<file path="src/rtl/fetch_queue.sv">
// fetch_queue: instruction-fetch front end with a DEPTH-entry prefetch FIFO.
//
// The block issues sequential word fetches to a synchronous instruction memory.
// It buffers each returned instruction together with its PC, and it presents
// the head entry to the IF/OF register through a valid/ready handshake. A
// redirect flushes the buffer, drops any in-flight fetch and reloads the PC.
//
// Ports:
//   clk, rst          clock (rising edge), asynchronous active-high reset
//   stop              suppresses new fetch issue; buffered entries still drain
//   redirect          flush + restart at redirect_pc (bits [1:0] ignored)
//   IMclka/IMaddra    instruction-memory clock and word address
//   IMdouta           memory data, valid the cycle after the address
//   inst_valid/ready  head-of-queue handshake
//   inst/inst_pc      head instruction and PC (0 when empty)
//   count             current occupancy
module fetch_queue #(
  parameter int              XLEN     = 32,
  parameter int              ADDR_W   = 7,
  parameter int              DEPTH    = 4,
  parameter logic [XLEN-1:0] RESET_PC = '0
) (
  input  logic                     clk,
  input  logic                     rst,
  input  logic                     stop,
  input  logic                     redirect,
  input  logic [XLEN-1:0]          redirect_pc,
  output logic                     IMclka,
  output logic [ADDR_W-1:0]        IMaddra,
  input  logic [XLEN-1:0]          IMdouta,
  output logic                     inst_valid,
  input  logic                     inst_ready,
  output logic [XLEN-1:0]          inst,
  output logic [XLEN-1:0]          inst_pc,
  output logic [$clog2(DEPTH):0]   count
);
  localparam int PW = $clog2(DEPTH);
  localparam int CW = PW + 1;
  localparam logic [CW:0]   CAP  = (CW+1)'(DEPTH);
  localparam logic [CW-1:0] FULL = CW'(DEPTH);

  typedef struct packed {
    logic [XLEN-1:0] pc;
    logic [XLEN-1:0] inst;
  } entry_t;

  entry_t          fifo_q [DEPTH];
  logic [PW:0]     wptr, rptr;      // extra wrap bit distinguishes full from empty
  logic            inflight;
  logic [XLEN-1:0] fetch_pc, pend_pc;
  logic [CW:0]     reserved;
  logic            issue, enq, deq;
  entry_t          head;
  logic            unused_pc_lsb;

  assign unused_pc_lsb = ^redirect_pc[1:0];

  assign count      = wptr - rptr;
  assign inst_valid = (count != '0);
  assign head       = fifo_q[rptr[PW-1:0]];
  assign inst       = inst_valid ? head.inst : '0;
  assign inst_pc    = inst_valid ? head.pc   : '0;

  assign IMclka  = clk;
  assign IMaddra = fetch_pc[ADDR_W+1:2];

  // An in-flight fetch already owns a slot, so the FIFO can never overflow.
  assign reserved = {1'b0, count} + (CW+1)'(inflight);
  assign issue    = !rst && !stop && !redirect && (reserved < CAP);
  assign enq      = inflight && !redirect;
  assign deq      = inst_valid && inst_ready && !redirect;

  always_ff @(posedge clk or posedge rst) begin
    if (rst) begin
      wptr     <= '0;
      rptr     <= '0;
      inflight <= 1'b0;
      fetch_pc <= RESET_PC;
      pend_pc  <= '0;
    end else if (redirect) begin
      wptr     <= '0;
      rptr     <= '0;
      inflight <= 1'b0;
      fetch_pc <= {redirect_pc[XLEN-1:2], 2'b00};
    end else begin
      if (enq) wptr <= wptr + 1'b1;
      if (deq) rptr <= rptr + 1'b1;
      inflight <= issue;
      if (issue) begin
        pend_pc  <= fetch_pc;
        fetch_pc <= fetch_pc + XLEN'(4);
      end
    end
  end

  // Storage needs no reset; occupancy is tracked entirely by the pointers.
  always_ff @(posedge clk) begin
    if (enq) fifo_q[wptr[PW-1:0]] <= '{pc: pend_pc, inst: IMdouta};
  end

  a_no_overflow: assert property (@(posedge clk) disable iff (rst)
    !(enq && !deq && count == FULL));

endmodule

</file>
<file path="config.mk">
export PLATFORM = sky130hd
export DESIGN_NAME = fetch_queue
export DESIGN_NICKNAME = d
export VERILOG_FILES = /design/src/rtl/fetch_queue.sv
export SDC_FILE = /design/constraint.sdc
export NUM_CORES = 1
export LEC_CHECK = 0
export ABC_AREA = 0
export CAP_MARGIN = 10
export CORE_MARGIN = 5
export CORE_UTILIZATION = 40
export DETAILED_ROUTE_END_ITERATION = 16
export GPL_TIMING_DRIVEN = 0
export PLACE_DENSITY_LB_ADDON = 0.12
export RECOVER_POWER = 50
export REMOVE_ABC_BUFFERS = 1
export SLEW_MARGIN = 20
export SYNTH_ARGS = -nofsm -noshare
export SYNTH_HDL_FRONTEND = slang
export SYNTH_SLANG_ARGS = --single-unit
</file>
<file path="constraint.sdc">
create_clock -name clk -period 4.2 [get_ports clk]
set_clock_uncertainty 0.05 [all_clocks]
set_input_delay 1.26 -clock clk [delete_from_list [all_inputs] [get_ports clk]]
set_output_delay 1.26 -clock clk [all_outputs]
set_load 0.02 [all_outputs]
</file>
==> impl_metrics.yaml, run 1 <==
floorplan:
  row_count: 65
  initial_core_util: 0.4070
  design.portCount: 145
  dieArea_um2: 35880
  core_um2: 31640
  die-height_um: 189.4
  die_x_um: 189.4
logic_synthesis:
  postSynthAreaPerCell_um2: 16.20
  synthTopCellsByArea: "edfxtp_1, dfrtp_1, mux4_2"
  synth-warning-count: 0
  netlist.area_leader.share: 0.5784
  synth_cell_type_count: 45
  syn_area_um2: 12880
  synth_seq_cells: 315
  synth_top_area_cell: "edfxtp_1"
  yosysSeqAreaShare: 0.7086
  synth_cells: 795
power:
  powerDensity_nw_per_um2: 657.4
  leakage_uw: 0.005806
  ir_drop_mv: 0.5506
  total_power_uw: 10630
outcome:
  status: "finished clean"
hold_path:
  hp-class: "register to register"
global_routing:
  use_met2: 0.2468
  met1_usage: 0.2332
  grt_pass1_wl_mm: 44.88
  antenna_found_initial: 0
  grtUsageTotal: 0.1613
  grt_pass1_vias: 7658
  grt_util_met3: 0.03540
  grt_busiest_layer: "met2"
  grt_max_degree: 40
  grt_overflow: 0
setup_path:
  path_buf_inv: 5
  endpoint_kind: "output pin"
  worstPathArrival_ns: 2.80
  critPathMaxStageDelay_ns: 0.49
  crit_type: "register to output pin"
  critPathLaunchType: "register"
  ff2ff_setup_slack_ns: 1.07
  cp_cell_sequence: "ha_4, fa_2, xnor3_2, inv_4, nor2_4, clkbuf_16, buf_16, buf_12, nor2b_1, buf_4"
  slowest_stage: "dfrtp_4"
  path_delay_family: "buffers and inverters"
  crit_path_max_fanout: 12
  crit_required_ns: 2.89
final_layout:
  antenna_cells: 0
  stdcell_count: 1385
  final_area_um2: 16180
  num-nets-final: 1036
  drive_gt1_frac: 0.2218
  area_growth_pct: 25.62
  fillers: 2658
timing:
  maxSlewHeadroom: 0.07434
  worst_slew_pin_slew_ns: 1.381
  clock.fmax_mhz: 243.0
  post-route-period-util: 0.9797
  setup_viol: 0
  rsz0062_at_grt: "true"
  final.min_clock_period_ns: 4.115
  slew_viol_final: 0
  final_hold_viol_count: 0
cts:
  ctsHoldBuffers: 0
  clk_pin_slew_ns: 0.06
  clk_latency_ns: 0.62
  tritoncts: "built"
detailed_routing:
  vias: 7380
  dr.pass1.iters: 4
  ant_nets: 0
  routed_wl_mm: 29.20
  drtIter0Drc: 329
  drc: 0
  viasPerCell: 5.329
  wire_per_inst_um: 21.09
placed_design:
  routabilityCongestion: 0.7488
  placed_area_um2: 14880
  dp_hpwl_mm: 17.08
  place_inst: 1301
  io_buffer_count: 140
run:
  cap_violations: 0
## metal layers
metal / up-vias / part of all wire
met4: 0 / 0.028
li1: 3367 / -
met5: - / 0
met2: 227 / 0.45
met1: 3731 / 0.47
met3: 55 / 0.055
## worst paths after layout
| kind | startpoint | end | depth (start not counted) |
|---|---|---|---|
| setup / recovery | rptr[0] | inst[12] | 10 |
| hold / removal | fetch_pc[31] | pend_pc[31] | 2 |
| setup reg to reg | rptr[0] | fetch_pc[26] | 10 |
| hold reg to reg | fetch_pc[31] | pend_pc[31] | 2 |
| max in group asynchronous | rst | rptr[0] | 3 |
| min in group asynchronous | rst | fetch_pc[3] | 2 |
## power breakdown
part	switching, uW	internal [uW]	leakage [uW]
Clock	1200	1870	0.000576
Combinational	1930	1640	0.00217
Sequential	237	3750	0.00306
## tightest hold or removal path: stages, from the launching register on
cell and delay (ns):
dfrtp_1 0.36, nand2_1 0.06, nand2_1 0.05
## per-stage QoR
stage          hold slack [ns]  utilization  setup TNS [ns]  setup slack, ns
2_1_floorplan           0.3965            -         -248.18           -3.047
3_3_place_gp            0.4342       0.4593        -1263.85           -7.761
3_5_place_dp            0.4449       0.4704          -37.30          -0.7489
4_1_cts                 0.4585       0.5084               0         0.003703
5_1_grt                 0.4881       0.5113        -0.05040         -0.01148
6_report                0.4577       0.5113               0          0.08534
## flip-flops by register name (all words and copies together), names as in the netlist
signal and flops:
rptr 3, pend_pc 30, fetch_pc 30, wptr 3, fifo_q 248, inflight 1
## cell usage after synthesis
library cell / number
a211o_1: 1
a211oi_1: 1
a21boi_0: 4
a21oi_1: 1
a22oi_1: 1
a31oi_1: 13
and2_1: 7
and3_1: 3
and3_2: 1
and4_1: 7
and4_2: 1
buf_1: 4
buf_2: 10
buf_4: 10
buf_6: 1
clkbuf_1: 27
clkinv_1: 1
conb_1: 1
dfrtp_1: 67
edfxtp_1: 248
fa_1: 1
ha_1: 7
inv_1: 11
inv_2: 1
mux2i_1: 10
mux4_2: 62
nand2_1: 108
nand3_1: 20
nand4_1: 11
nand4_2: 1
nor2_1: 25
nor2b_1: 65
nor4_1: 6
o211ai_1: 2
o21ai_0: 12
o311ai_0: 7
o31ai_1: 9
or2_2: 1
or3_1: 3
or3b_2: 1
or4_1: 15
or4_4: 1
xnor2_1: 3
xnor3_1: 1
xor2_1: 3
## cells by family after synthesis
family	after synthesis	share of synthesized area
muxes	72	0.1162
other	1	0.0002912
and+or+nand+nor	276	0.1106
xor gates and xnor gates	7	0.005831
DFF	315	0.7086
AOI/OAI and AO/OA	51	0.02672
adders and majority gates	8	0.008357
buffers and inverters	65	0.02342
## layout make-up
class | count | area, um2 | area share
multi-input cells | 416 | 3543 | 0.2191
flip-flops and latches | 315 | 9131 | 0.5645
clock buffers | 51 | 1051 | 0.06498
clock inverters | 14 | 118.9 | 0.007348
well taps | 402 | 503.0 | 0.03110
inverters | 13 | 52.55 | 0.003249
repair buffers | 174 | 1775 | 0.1098
## placed cells by master, fill, tap and decap left out, types with 5 or more instances in the layout
cell type	instances
nor2b_2	10
buf_4	29
nand4_1	11
nand3_1	19
or4_1	15
ha_1	6
mux4_2	62
edfxtp_1	248
a31oi_1	13
nor2b_1	52
dlygate4sd2_1	26
nor4_1	6
clkbuf_1	10
buf_6	5
nor2_1	24
buf_2	19
nand2_1	107
o31ai_1	9
clkdlybuf4s50_1	42
inv_1	8
clkinv_1	7
clkbuf_16	41
o21ai_0	12
dlygate4sd3_1	33
buf_12	6
dfrtp_1	65
o311ai_0	7
mux2i_1	10
and4_1	7
buf_16	7
## what timing repair did
item / CTS / global route
endpoints found under the setup margin: 65 / 51
pin swaps: 2 / 2
gates cloned: 2 / 1
gates resized for setup: 207 / 20
buffers inserted: 11 / 6
Note: power is estimated with default switching activity, not from simulation.
==> inputs of run 2 (changes only) <==
--- a/config.mk
+++ b/config.mk
@@ -5,15 +5,17 @@
 export SDC_FILE = /design/constraint.sdc
 export NUM_CORES = 1
 export LEC_CHECK = 0
-export ABC_AREA = 0
+export ABC_AREA = 1
 export CAP_MARGIN = 10
 export CORE_MARGIN = 5
 export CORE_UTILIZATION = 40
+export CTS_CLUSTER_SIZE = 16
 export DETAILED_ROUTE_END_ITERATION = 16
 export GPL_TIMING_DRIVEN = 0
 export PLACE_DENSITY_LB_ADDON = 0.12
 export RECOVER_POWER = 50
 export REMOVE_ABC_BUFFERS = 1
+export SKIP_CTS_REPAIR_TIMING = 1
 export SLEW_MARGIN = 20
 export SYNTH_ARGS = -nofsm -noshare
 export SYNTH_HDL_FRONTEND = slang
==> run 2 against run 1 <==
Effect of this change:
- the flow now finishes with violations (max-capacitance violations, max-slew violations, negative setup slack)
- clock-buffer cell count increased by 2
- clock power increased by 1%
- setup slack got worse by 0.17 ns
- wire length increased by 29%
- hold slack improved by 0.0099 ns
- flip-flop and latch count unchanged
==> impl_metrics.yaml, run 2 <==
logic_synthesis:
  synth_seq_cells: 315
  synth_top_cells_by_count: "nand2_1, edfxtp_1, nor2_1"
  synth_cell_type_count: 31
  synth-edff-count: 248
  syn_area_um2: 13720
  synth.most_common_cell: "nand2_1"
  synth_cells: 1300
  synth-warning-count: 0
  ys.flop_type: "edfxtp_1"
  synth_top_area_cell: "edfxtp_1"
  synthTopCellsByArea: "edfxtp_1, dfrtp_1, nand2_1"
  postSynthAreaPerCell_um2: 10.55
  yosysSeqAreaShare: 0.6650
  netlist.area_leader.share: 0.5428
  synthArstFlopShare: 0.2127
setup_path:
  ff2ff_setup_slack_ns: 1.36
  crit_type: "register to output pin"
  endpoint_kind: "output pin"
  worstPathArrival_ns: 2.97
  rr_startpoint: "rptr[0]"
  crit_required_ns: 2.89
  critPathLaunchType: "register"
  crit_start: "rptr[0]"
  r2r_end: "fetch_pc[2]"
  crit_path_max_fanout: 7
  ff2ff_path_depth: 13
final_layout:
  stdcell_count: 1934
  num-nets-final: 1535
  final_cell_mix: "edfxtp_1, nand2_1, nor2_1"
  final_area_um2: 17790
  utilization: 0.5280
  drive_gt1_frac: 0.1912
  fillers: 2992
  area_growth_pct: 29.69
  largest_reg_flops: 248
  final_common_cell: "edfxtp_1"
floorplan:
  die-height_um: 195.2
  core_um2: 33700
  die_x_um: 195.2
  design.portCount: 145
  initial_core_util: 0.4071
  dieArea_um2: 38100
  row_count: 67
timing:
  clock.fmax_mhz: 233.6
  final_hold_viol_count: 0
  setup_slack_ns: -0.08020
  final.min_clock_period_ns: 4.280
  post-route-period-util: 1.019
  rsz0062_at_grt: "true"
  worst_slew_pin_slew_ns: 1.959
  slew_viol_final: 12
  setup_viol: 45
  maxSlewHeadroom: -0.3107
power:
  seq_power_share: 0.327
  swShare: 0.3653
  clock_power_share: 0.253
  p_int_uw: 7804
  powerDensity_nw_per_um2: 691.1
  total_power_uw: 12300
  comb_power_share: 0.420
  power.switching_uw: 4493
  ir_drop_mv: 0.4662
  leakage_uw: 0.007254
placed_design:
  dp_hpwl_mm: 20.13
  placed_area_um2: 15790
  routabilityCongestion: 0.8480
  io_buffer_count: 140
  dp_slack_ns: -0.6039
  place_inst: 1833
hold_path:
  hold-path-cell-count: 0
  hold_path_end: "fifo_q[0][39]"
  hp-class: "register to register"
  min_from: "pend_pc[7]"
global_routing:
  grt_max_degree: 89
  antenna_found_initial: 0
  grt_overflow: 0
  grtUsageTotal: 0.1665
  grt_pass1_vias: 9014
  grt_pass1_wl_mm: 51.18
detailed_routing:
  dr.pass1.iters: 5
  ant_nets: 0
  wire_per_inst_um: 19.42
  viasPerCell: 5.078
  drtIter0Drc: 636
  vias: 9820
  routed_wl_mm: 37.56
  drc: 0
cts:
  clk_pin_slew_ns: 0.06
  tritoncts: "built"
  clk_latency_ns: 0.62
outcome:
  status: "finished, violations left"
  violations: "max-capacitance violations, max-slew violations, negative setup slack"
run:
  cap_violations: 1
-- run 2: changes by cell type in the layout (fill, tap and decap cells not counted), moves of 29 or more --
cell     before  now
inv_1         8   83
o32ai_1       0   60
nor2_1       24  223
buf_6         5   46
nand2_4       0   29
inv_2         2   40
nand2_1     107  229
o21ai_0      12   74
mux4_2       62    0
nor2b_1      52    0
nand3_1      19   81
-- run 2: power by group through the flow --
| stage | logic, uW | clock network, uW | registers (uW) |
|---|---|---|---|
| finish | 5170 | 3110 | 4020 |
| global placement | 2920 | 32.0 | 4200 |
| CTS | 3630 | 3200 | 4060 |
| detailed placement | 3620 | 32.0 | 4120 |
| global route | 5530 | 3320 | 4050 |
| floorplan | 1890 | 0 | 4080 |
-- run 2: worst max path at each step --
stage	end	slack, ns	cells after the start
2_1_floorplan	inst[0]	-1.45	7
3_3_place_gp	fifo_q[0][5]	-5.87	4
3_5_place_dp	inst_pc[18]	-0.60	12
4_1_cts	inst_pc[18]	-1.28	12
5_1_grt	inst_pc[24]	-0.15	13
6_report	inst_pc[31]	-0.08	13
-- run 2: cell type report --
type	instances	area (um2)	share of cell area
multi-input combinational	785	4089	0.2298
clock inverter	15	161.4	0.009072
inverter	128	495.5	0.02785
tap	448	560.5	0.03150
sequential	315	9131	0.5132
clock buffer	53	1026	0.05766
antenna	1	2.502	0.0001406
timing repair buffer	189	2326	0.1307
-- run 2: routing by layer --
metal / part of all wire / global-route usage / vias up
li1: - / - / 4717
met1: 0.47 / 0.2438 / 4758
met2: 0.46 / 0.2671 / 301
met3: 0.052 / 0.02533 / 44
met4: 0.016 / 0.03362 / 0
met5: 0 / 0 / -
-- run 2: cells by family after synthesis --
logic type,count (synthesis),synth area share
buffers and inverters,204,0.06648
and+or+nand+nor,605,0.1803
AOI/OAI and AO/OA,164,0.07816
DFF,315,0.6650
other,1,0.0002733
adders and majority gates,8,0.007843
xor gates and xnor gates,3,0.001916
-- run 2: critical path, cell delays in order, from the launching register on --
cell and delay [ns]:
dfrtp_4 0.51, buf_16 0.15, ha_4 0.15, fa_2 0.43, inv_2 0.10, nand2_4 0.07, nand2_4 0.07, nand2_4 0.06
nand2_8 0.18, nand2_8 0.14, clkbuf_16 0.23, nand2_4 0.07, inv_2 0.03, buf_6 0.12
-- run 2: per-stage QoR --
| step | hold slack (ns) | TNS (ns) |
|---|---|---|
| 5_1_grt | 0.4784 | -5.649 |
| 6_report | 0.4676 | -1.972 |
| 4_1_cts | 0.4657 | -69.11 |
| 3_5_place_dp | 0.4507 | -37.18 |
| 2_1_floorplan | 0.4263 | -270.21 |
| 3_3_place_gp | 0.4490 | -1851.47 |
==> inputs of run 3 (changes only) <==
--- a/config.mk
+++ b/config.mk
@@ -11,6 +11,7 @@
 export CORE_UTILIZATION = 40
 export CTS_CLUSTER_SIZE = 16
 export DETAILED_ROUTE_END_ITERATION = 16
+export DONT_BUFFER_PORTS = 1
 export GPL_TIMING_DRIVEN = 0
 export PLACE_DENSITY_LB_ADDON = 0.12
 export RECOVER_POWER = 50
==> run 3 against run 2 <==
Effect of this change:
- the flow now finishes without violations
- critical path depth is 2 lower
- cell count is 7.7% lower
- wire length is 2.6% lower
- sequential power hardly changed
- final area is 10% lower
- hold slack worse by 0.013 ns
- global-route usage hardly changed
- highest routed layer unchanged
- combinational power is 30% lower
==> impl_metrics.yaml, run 3 (synthesized netlist as in run 2, its figures left out) <==
final_layout:
  area_growth_pct: 16.57
  fillers: 3092
  final_common_cell: "nand2_1"
  largest_reg_flops: 248
  utilization: 0.4746
  final_cell_mix: "nand2_1, edfxtp_1, nor2_1"
  drive_gt1_frac: 0.1369
  num-nets-final: 1388
  antenna_cells: 0
cts:
  clk_pin_slew_ns: 0.06
  clk_latency_ns: 0.51
  cts_root_buffer: "clkbuf_16"
  clock_sinks: 315
  tritoncts: "built"
  clockBufferDepth: 3
  htree_levels: 2
  cts_made_buffers: 37
floorplan:
  row_count: 67
  initial_core_util: 0.4071
  design.portCount: 145
  dieArea_um2: 38100
  die-height_um: 195.2
  core_um2: 33700
  die_x_um: 195.2
timing:
  maxSlewHeadroom: 0.05722
  post-route-period-util: 0.9881
  worst_slew_pin_slew_ns: 1.414
  rsz0062_at_grt: "true"
  final_hold_viol_count: 0
  slew_viol_final: 0
  final.min_clock_period_ns: 4.150
  setup_viol: 0
  clock.fmax_mhz: 241.0
  holdWs_ns: 0.4551
power:
  powerDensity_nw_per_um2: 674.3
  comb_power_share: 0.335
  seq_power_share: 0.374
  swShare: 0.3744
  leakage_uw: 0.006276
  p_int_uw: 6747
  clock_power_share: 0.291
  total_power_uw: 10780
  ir_drop_mv: 0.9103
  power.switching_uw: 4038
setup_path:
  crit_path_max_fanout: 6
  critPathLaunchType: "register"
  crit_required_ns: 2.89
  worstPathArrival_ns: 2.84
  endpoint_kind: "output pin"
  crit_type: "register to output pin"
detailed_routing:
  drtIter0Drc: 599
  dr.pass1.iters: 5
  wire_per_inst_um: 20.50
  ant_nets: 0
  drc: 0
  viasPerCell: 5.082
  vias: 9072
  routed_wl_mm: 36.59
global_routing:
  grt_util_met3: 0.03429
  grt_overflow: 0
  grt_pass1_vias: 8702
  grt_max_degree: 92
  grtUsageTotal: 0.1662
  grt_busiest_layer: "met2"
  grt_pass1_wl_mm: 50.61
  met1_usage: 0.2366
  antenna_found_initial: 0
  use_met2: 0.2679
hold_path:
  hp-class: "register to register"
placed_design:
  dp_hpwl_mm: 20.12
  io_buffer_count: 0
  routabilityCongestion: 0.7735
run:
  cap_violations: 0
outcome:
  status: "finished clean"
run 3: cell types whose count changed in the layout (fill, tap and decap cells not counted), sizes merged, moves of 3 or more:
cell           before  now
clkdlybuf4s50      41    0
clkbuf             73   59
dlymetal6s2s        7    0
inv               128  125
buf                88   36
dlygate4sd3        33    0
run 3: layout make-up:
class	instances	area, um2	share of cell area
Clock buffer	52	1046	0.06540
Clock inverter	13	140.1	0.008762
Inverter	128	490.5	0.03067
Sequential cell	315	9131	0.5710
Multi-Input combinational cell	786	3806	0.2380
Tap cell	448	560.5	0.03505
Timing Repair Buffer	43	818.3	0.05117
run 3: critical path, stage by stage, from the launching register on:
cell     delay (ns)
dfrtp_4        0.52
buf_16         0.14
ha_2           0.17
fa_2           0.41
nand2_1        0.12
nand2_1        0.07
nand2_1        0.11
nand2_4        0.11
nand2_8        0.19
buf_6          0.22
nand2_1        0.10
inv_2          0.12
run 3: worst paths after layout:
path	startpoint	to	slack (ns)	cells past startpoint
worst max-delay path	rptr[0]	inst_pc[29]	0.05	11
worst min-delay path	pend_pc[24]	fifo_q[3][56]	0.46	0
worst max register to register	wptr[0]	fifo_q[3][16]	1.06	5
worst min register to register	pend_pc[24]	fifo_q[3][56]	0.46	0
max in group asynchronous	rst	pend_pc[13]	2.43	2
min in group asynchronous	rst	fetch_pc[31]	0.88	1
run 3: power groups by stage:
stage	Sequential [uW]	Combinational [uW]	Clock [uW]
after floorplan	4080	1890	0
after global placement	4190	2040	0
after detailed placement	4140	2700	0
after CTS	4070	2710	3210
after global routing	4070	3930	3350
final	4030	3620	3140
run 3: per-stage QoR:
step                setup TNS (ns)  setup WS [ns]  area (um2)  std cells
detailed placement         -0.2521       -0.03383       14420       1693
CTS                         -28.49        -0.5930       15600       1758
global route                -1.787       -0.06392       15990       1785
floorplan                  -270.21         -1.450       13290       1225
finish                           0        0.04999       15990       1785
global placement          -1380.14         -4.934       13850       1673
run 3: routing by layer:
layer | up-vias | share of wire
met4 | 0 | 0.019
met2 | 210 | 0.46
li1 | 4425 | -
met1 | 4394 | 0.47
met3 | 43 | 0.054
met5 | - | 0
==> edit (config.mk and constraints of run 1) <==
The parameter `ADDR_W` goes from 7 to 6.
--- a/src/rtl/fetch_queue.sv
+++ b/src/rtl/fetch_queue.sv
@@ -16,7 +16,7 @@
 //   count             current occupancy
 module fetch_queue #(
   parameter int              XLEN     = 32,
-  parameter int              ADDR_W   = 7,
+  parameter int              ADDR_W   = 6,
   parameter int              DEPTH    = 4,
   parameter logic [XLEN-1:0] RESET_PC = '0
 ) (
Interface: changed (resized IMaddra); port bits go from 145 to 144. No check against the original RTL was run, so the function may have changed too.
==> edit against run 1 <==
Count of clock-buffer cells in the layout down 3; critical endpoint is now inst_pc[15]; sequential share of layout area rose by 0.25 points; wire length decreased by 3.5%; the run now ends with max-capacitance violations, max-slew violations left; largest power group unchanged; cell area decreased by 0.44%; first-iteration DRC count is 55% higher; power up 0.50%; global-route usage fell by 0.15 points; synthesized area barely moved; die area barely moved; clock power increased by 10%; worst setup slack worse by 32 ps; sequential cell count unchanged; maximum frequency decreased by 0.78%; critical path type unchanged.
==> edit: results (changes against run 1) <==
Route
  – Drt first pass iters: 5 (was 4)
  – Final WL: 28200 um (was 29200 um)
  – 1st-iter DRT viols: 511 (was 329)
  – Vias/cell: 5.24 (was 5.33)
  – Vias: 7239 (was 7380)

Placement
  – Port-buffer cells: 139 (was 140)
  – Inst Count DP: 1301 (unchanged)
  – DP Wirelength: 16900 um (was 17100 um)
  – GPL Wtd Cong: 0.741 (was 0.749)

STA
  – Worst Tran Pin Value: 1920 ps (was 1380 ps)
  – Final Max Slew Viols: 40 (was 0)

Min path
  – Worst Hold Launch: fetch_pc[30]$_DFFE_PP0P_ (was fetch_pc[31]$_DFFE_PP0P_)
  – Worst hold path type: register to register (unchanged)

Global route
  – First-pass GRT wire length: 44500 um (was 44900 um)
  – All-Layer GR Usage: 0.160 (was 0.161)
  – Vias in the first global route: 7603 (was 7658)
  – Largest net degree at the start of global routing: 54 (was 40)
  – Initial antenna violation count: 0 (unchanged)

Status
  – Status: finished with violations (was complete, no violations)
  – Violated checks: max-capacitance violations, max-slew violations

Finish
  – Share of cells above drive strength 1: 0.206 (was 0.222)
  – Layout fillers: 2677 (was 2658)
  – # nets final: 1029 (was 1036)
  – Ant. Diodes: 0 (unchanged)
  – Max reg flops: 248 (unchanged)

Logic synthesis
  – YS warnings: 0 (unchanged)
  – Async SR Flop Fraction: 0.213 (unchanged)
  – Synth area leaders: edfxtp_1 58%, dfrtp_1 13%, mux4_2 11%, nor2b_1 3.2%, nand2_1 3.2% (was edfxtp_1 58%, dfrtp_1 13%, mux4_2 11%, nor2b_1 3.2%, nand2_1 3.1%)
  – XOR/XNOR share of the synthesized area: 0.00583 (about the same)
  – Unique cell type count in the Yosys netlist: 45 (unchanged)
  – Number of enable flip-flop cells after synthesis: 248 (unchanged)
  – Top cells by count, synth: 248 x edfxtp_1, 108 x nand2_1, 67 x dfrtp_1 (unchanged)
  – Part of the Yosys area used for sequential elements: 0.709 (about the same)
  – Synth Area in Compound Gates: 0.0267 (about the same)
  – Post-synthesis adder-cell area fraction: 0.00836 (about the same)
  – Cells after synthesis: 794 (was 795)
  – Mux share of post-synthesis cell area: 0.116 (about the same)

Worst setup path
  – Crit path max fanout: 12 (unchanged)
  – Worst setup path start: rptr[0]$_DFFE_PP0P_ (unchanged)
  – CP arrival: 2840 ps (was 2800 ps)

Clocking
  – Worst-path clk slew: 60 ps (about the same)
  – Clk Latency, worst-skew pair: 620 ps (about the same)

Power and ir drop
  – P_leak: 5.77 nW (was 5.81 nW)
  – VDD IR-drop max: 400 uV (was 551 uV)

Run
  – Max Cap Viol: 2 (was 0)
edit: metal layers:
metal / global-route usage / part of all wire / vias up
met5: 0 / 0 / -
met3: 0.0336 / 0.051 / 48
met4: 0.0440 / 0.020 / 0
met2: 0.240 / 0.46 / 192
met1: 0.239 / 0.47 / 3643
li1: - / - / 3356
edit: path summary, 6_finish.rpt:
| check | slack, ps | cells past startpoint | endpoint |
|---|---|---|---|
| setup / recovery | 50 | 8 | inst_pc[15] |
| hold / removal | 450 | 2 | pend_pc[30]$_DFFE_PP0P_ |
| setup reg to reg | 1090 | 9 | fetch_pc[26]$_DFFE_PP0P_ |
| hold reg to reg | 450 | 2 | pend_pc[30]$_DFFE_PP0P_ |
| max in group asynchronous | 1030 | 3 | rptr[0]$_DFFE_PP0P_ |
| min in group asynchronous | 1130 | 2 | fetch_pc[2]$_DFFE_PP0P_ |
edit: layout make-up:
cell class              count  area (um2)  area share
clock buffers              48        1050      0.0652
clock inverters            22         259      0.0161
inverters                  13        52.6     0.00326
multi-input cells         416        3480       0.216
flip-flops and latches    315        9130       0.567
well taps                 402         503      0.0312
repair buffers            166        1630       0.101
edit: kinds of logic after synthesis:
logic type      after synthesis
compound gates               51
xor+xnor                      7
fa+ha+maj                     8
buf+inv                      64
flops                       315
mux                          72
other cells                   1
simple gates                276
edit: worst max-delay path: stages, from the launching register on:
cell	delay [ps]
dfrtp_4	480
ha_1	200
fa_2	560
nand2_2	90
nor2_4	190
clkbuf_16	210
buf_16	140
nor2b_1	50
clkdlybuf4s15_2	270
edit: through the flow:
step	instance area [um2]	total power, mW	setup slack [ps]	hold WS [ps]
after global routing	16100	11.2	-64.4	488
after floorplan	12600	5.82	-3050	397
final	16100	10.7	53.0	450
after CTS	16200	11.0	-10.6	449
after global placement	14500	6.64	-7660	440
after detailed placement	14900	7.60	-193	437
edit: report_power, final:
group          total [mW]  switching, mW  internal [mW]
clock                3.38           1.25           2.14
combinational        3.32           1.84           1.47
sequential           3.99          0.235           3.75
total                10.7           3.33           7.36
edit: repair_timing:
item / CTS / global route
cloned: 1 / 0
setup endpoints to repair: 64 / 54
buffers inserted: 10 / 1
pin swaps: 2 / 1
gates resized for setup: 143 / 31
